File: src/rtl/instr_encoder.sv
// RV32I instruction encoder: packs decoded fields plus a full-width immediate into a
// 32-bit word through a two-stage valid/ready pipeline, flagging out-of-range immediates.
module instr_encoder #(
    parameter int INSTR_WIDTH = 32,
    parameter int DATA_WIDTH  = 32,
    parameter int ADDR_WIDTH  = 12,
    parameter logic [ADDR_WIDTH-1:0] BASE_ADDR = '0
) (
    input  logic                   clk,
    input  logic                   rst_n,
    input  logic                   in_valid,
    output logic                   in_ready,
    input  logic [1:0]             immSrc,
    input  logic                   jumpSrc,
    input  logic [6:0]             opcode,
    input  logic [4:0]             rd,
    input  logic [4:0]             rs1,
    input  logic [4:0]             rs2,
    input  logic [2:0]             funct3,
    input  logic [DATA_WIDTH-1:0]  imm,
    output logic                   out_valid,
    input  logic                   out_ready,
    output logic [INSTR_WIDTH-1:0] instruction,
    output logic [ADDR_WIDTH-1:0]  out_addr,
    output logic                   out_err,
    output logic [7:0]             err_cnt,
    input  logic                   addr_load,
    input  logic [ADDR_WIDTH-1:0]  addr_value
);
    logic                   r_s1_valid, r_s2_valid;
    logic [1:0]             r_s1_immsrc;
    logic                   r_s1_jump;
    logic [6:0]             r_s1_opcode;
    logic [4:0]             r_s1_rd, r_s1_rs1, r_s1_rs2;
    logic [2:0]             r_s1_funct3;
    logic [DATA_WIDTH-1:0]  r_s1_imm;
    logic                   r_s1_err;
    logic [INSTR_WIDTH-1:0] r_instr;
    logic                   r_err;
    logic [ADDR_WIDTH-1:0]  r_addr;
    logic [7:0]             r_err_cnt;
    logic                   w_adv1, w_in_ready, w_out_xfer, w_range_err;
    logic [INSTR_WIDTH-1:0] w_word;

    // in_ready depends only on pipeline state and out_ready, never on in_valid
    assign w_adv1     = !r_s2_valid || out_ready;
    assign w_in_ready = !r_s1_valid || w_adv1;
    assign w_out_xfer = r_s2_valid && out_ready;

    // An immediate is legal when the bits above the format's field are a pure sign extension
    always_comb begin
        w_range_err = 1'b0;
        unique case (immSrc)
            2'b00, 2'b01: w_range_err = !(&imm[31:11] || ~|imm[31:11]);
            2'b10:        w_range_err = imm[0] || !(&imm[31:12] || ~|imm[31:12]);
            default:      w_range_err = jumpSrc ? (imm[0] || !(&imm[31:20] || ~|imm[31:20]))
                                                : (|imm[11:0]);
        endcase
    end

    always_ff @(posedge clk or negedge rst_n) begin
        if (!rst_n) begin
            r_s1_valid  <= 1'b0;
            r_s1_immsrc <= '0;
            r_s1_jump   <= 1'b0;
            r_s1_opcode <= '0;
            r_s1_rd     <= '0;
            r_s1_rs1    <= '0;
            r_s1_rs2    <= '0;
            r_s1_funct3 <= '0;
            r_s1_imm    <= '0;
            r_s1_err    <= 1'b0;
        end else if (w_in_ready) begin
            r_s1_valid <= in_valid;
            if (in_valid) begin
                r_s1_immsrc <= immSrc;
                r_s1_jump   <= jumpSrc;
                r_s1_opcode <= opcode;
                r_s1_rd     <= rd;
                r_s1_rs1    <= rs1;
                r_s1_rs2    <= rs2;
                r_s1_funct3 <= funct3;
                r_s1_imm    <= imm;
                r_s1_err    <= w_range_err;
            end
        end
    end

    // Out-of-range immediates are simply truncated into the field positions
    always_comb begin
        w_word = '0;
        unique case (r_s1_immsrc)
            2'b00: w_word[31:0] = {r_s1_imm[11:0], r_s1_rs1, r_s1_funct3, r_s1_rd, r_s1_opcode};
            2'b01: w_word[31:0] = {r_s1_imm[11:5], r_s1_rs2, r_s1_rs1, r_s1_funct3,
                                   r_s1_imm[4:0], r_s1_opcode};
            2'b10: w_word[31:0] = {r_s1_imm[12], r_s1_imm[10:5], r_s1_rs2, r_s1_rs1, r_s1_funct3,
                                   r_s1_imm[4:1], r_s1_imm[11], r_s1_opcode};
            default: begin
                if (r_s1_jump)
                    w_word[31:0] = {r_s1_imm[20], r_s1_imm[10:1], r_s1_imm[11], r_s1_imm[19:12],
                                    r_s1_rd, r_s1_opcode};
                else
                    w_word[31:0] = {r_s1_imm[31:12], r_s1_rd, r_s1_opcode};
            end
        endcase
    end

    always_ff @(posedge clk or negedge rst_n) begin
        if (!rst_n) begin
            r_s2_valid <= 1'b0;
            r_instr    <= '0;
            r_err      <= 1'b0;
        end else if (w_adv1) begin
            r_s2_valid <= r_s1_valid;
            if (r_s1_valid) begin
                r_instr <= w_word;
                r_err   <= r_s1_err;
            end
        end
    end

    always_ff @(posedge clk or negedge rst_n) begin
        if (!rst_n) begin
            r_addr    <= BASE_ADDR;
            r_err_cnt <= '0;
        end else begin
            if (addr_load)
                r_addr <= addr_value;
            else if (w_out_xfer)
                r_addr <= r_addr + ADDR_WIDTH'(4);
            if (w_out_xfer && r_err && r_err_cnt != 8'hFF)
                r_err_cnt <= r_err_cnt + 8'd1;
        end
    end

    assign in_ready    = w_in_ready;
    assign out_valid   = r_s2_valid;
    assign instruction = r_instr;
    assign out_err     = r_err;
    assign out_addr    = r_addr;
    assign err_cnt     = r_err_cnt;
endmodule

File: config.mk
export PLATFORM = sky130hd
export DESIGN_NAME = instr_encoder
export DESIGN_NICKNAME = d
export VERILOG_FILES = /design/src/rtl/instr_encoder.sv
export SDC_FILE = /design/constraint.sdc
export NUM_CORES = 1
export LEC_CHECK = 0
export CORE_MARGIN = 2
export CORE_UTILIZATION = 65
export CTS_CLUSTER_SIZE = 24
export DETAILED_ROUTE_END_ITERATION = 8
export DONT_BUFFER_PORTS = 1
export PLACE_DENSITY = 0.81
export SLEW_MARGIN = 20
export SYNTH_ARGS = -nofsm -noshare
export SYNTH_HDL_FRONTEND = slang
export SYNTH_SLANG_ARGS = --single-unit
File: constraint.sdc
create_clock -name clk -period 4.3 [get_ports clk]
set_input_delay 0.645 -clock clk [delete_from_list [all_inputs] [get_ports clk]]
set_output_delay 0.645 -clock clk [all_outputs]
set_load 0.03 [all_outputs]
==> results.cfg <==
[layout]
layout_commonest_cell = dfrtp_1
multiInputGateArea_um2 = 2108
post-route-util_pct = 75.15
seqCellArea_um2 = 2903
fillers = 491
drive_above_1_share_pct = 24.83
antenna_cells = 0
area_growth_syn_to_layout_pct = 12.97
final_cell_mix = dfrtp_1 (116), mux2_2 (70), nand2_1 (49), o21ai_0 (33), mux2i_1 (32)
layout.nets = 503

[route]
wl_um = 10920
drc = 0
ant_nets = 0
drtIter0Drc = 174
wl_per_cell_um = 20.33
vias_per_cell = 6.184
num_vias = 3321
drt_first_pass_iters = 4

[hold_path]
hp-class = in2async

[grt]
grt_pass1_vias = 3359
grtUsageTotal_pct = 26.55
grt_max_degree = 117
grt_pass1_wl_um = 17290
antenna_found_initial = 0
overflow = 0

[worst_setup_path]
critPathLaunchType = flop
crit_type = reg2reg
critPathArrivalTime_ps = 2680
reg2regPathDepth = 4
r2r-start = out_valid$_DFFE_PN0P_
worstPathRequired_ps = 4690
end_kind = flop
worst_r2r_endpoint = r_s1_opcode[1]$_DFFE_PN0P_
worstSetupStartpoint = out_valid$_DFFE_PN0P_
cp_max_fo = 31
reg2reg_slack_ps = 2010

[floorplan]
ios = 132
start_util_pct = 66.52
core_area_um2 = 7687
die_height_um = 92.70
fp.dieW_um = 92.70
die_area_um2 = 8592
rows = 32

[clocking]
cts_hold_buf = 1
post_cts.repair.setup_buffers = 0
cts_tree = yes
cts_resized = 0
worstSkewPairLatency_ps = 510
htree_levels = 4
path_clk_slew_ps = 50
cts.sinks = 116
cts_buffers = 17
clockBufferDepth = 2
root_buffer = clkbuf_8

[timing]
finalMaxSlewViolations = 0
tns_ps = 0
hold_viol = 0
min_period_ps = 2289
post-route-period-util_pct = 53.23
clock.fmax_ghz = 0.4369
finalClockSkew_ps = 8.978
holdWs_ps = 100.8
relSlewSlack_pct = 28.18
worst_pin_slew_ps = 1074
rsz0062_at_grt = no
setup_viol = 0

[synth]
ys_types = 31
synth-edff-count = 0
synth.area.top_cells = dfrtp_1 (57%), mux2_2 (15%), mux2i_1 (6.3%)
ys_ff_latch = 116
yosysSeqAreaShare_pct = 56.77
syn_nets = 503
synth-main-ff-cell = dfrtp_1
syn_inst = 424
async_flop_share_pct = 100.0
ys_warn_count = 0
synth_area_leader_cell = dfrtp_1
synth_top_area_share_pct = 56.77
synth.avg_cell_area_um2 = 12.06
netlist_area_um2 = 5114

[power]
p_total_mw = 3.543
power.density_nw_per_um2 = 613.4
p_leak_nw = 2.573
peakVddDrop_mv = 0.3328

[placement]
dp_hpwl_um = 7327
io_buffer_count = 0
gp_congestion = 0.8287

[outcome]
status = complete, no violations

[flow_run]
cap_violations = 0
## power breakdown
group	internal, mW	switching [mW]	total (mW)
Sequential	1.29	0.448	1.74
Combinational	0.216	0.189	0.405
Clock	0.919	0.477	1.40
Total	2.43	1.11	3.54
## how the worst max path moves through the flow
| stage | endpoint | slack [ps] |
|---|---|---|
| after floorplan | r_s1_err$_DFFE_PN0P_ | 2360 |
| after global placement | r_s1_imm[3]$_DFFE_PN0P_ | 2050 |
| after detailed placement | r_s1_rs2[1]$_DFFE_PN0P_ | 1990 |
| after CTS | r_s1_opcode[1]$_DFFE_PN0P_ | 2030 |
| after global routing | r_s1_imm[1]$_DFFE_PN0P_ | 1920 |
| final | r_s1_opcode[1]$_DFFE_PN0P_ | 2010 |
## cell type report
| class | count | share of cell area (%) |
|---|---|---|
| repair buffers | 2 | 0.6065 |
| multi-input cells | 283 | 36.50 |
| clock buffers | 21 | 7.949 |
| clock inverters | 9 | 2.231 |
| inverters | 4 | 0.2599 |
| flip-flops and latches | 116 | 50.25 |
| well taps | 102 | 2.209 |
## cell families after synthesis
family	count (synthesis)	share of synthesized area, %
and+or+nand+nor	106	9.910
AOI/OAI and AO/OA	56	6.166
adders and majority gates	2	0.4893
xor gates and xnor gates	17	2.912
buffers and inverters	25	2.080
DFF	116	56.77
muxes	102	21.68
## synth_stat cells, drive strengths merged (4+ instances only)
cell type / n
inv: 4
nand2: 51
clkbuf: 11
nor4: 7
buf: 10
and3: 5
mux2: 70
o21ai: 38
dfrtp: 116
nor2: 16
xnor2: 6
nand3: 5
a21oi: 13
nand4: 11
xor2: 11
mux2i: 32
nor3: 4
## metrics by stage
step           cell area (um^2)  instances  worst slack, ps
3_5_place_dp               5161        506             1990
3_3_place_gp               5161        506             2052
6_report                   5777        537             2011
4_1_cts                    5777        537             2026
2_1_floorplan              5114        424             2363
5_1_grt                    5777        537             1924
## registers in the layout (all words and copies together) (netlist names)
name         count
r_s1_rs2         5
r_s1_funct3      3
out_err          1
r_s1_opcode      7
r_s1_immsrc      2
out_addr        12
r_s1_err         1
err_cnt          8
r_s1_imm        32
r_s1_rs1         5
instruction     32
r_s1_rd          5
r_s1_valid       1
out_valid        1
r_s1_jump        1
## layer usage
metal	vias up	track usage [%]	share of wire (%)
met5	-	0	0
met1	1690	33.69	42
met3	17	9.683	7.6
li1	1502	-	-
met4	0	10.54	1.9
met2	112	41.85	49
## worst max-delay path: stages (launching register included)
cell      delay, ps
dfrtp_1         570
nand3b_4        280
and2_2          440
buf_4           460
mux2_2          390
Power figures use the tool's default switching activity.
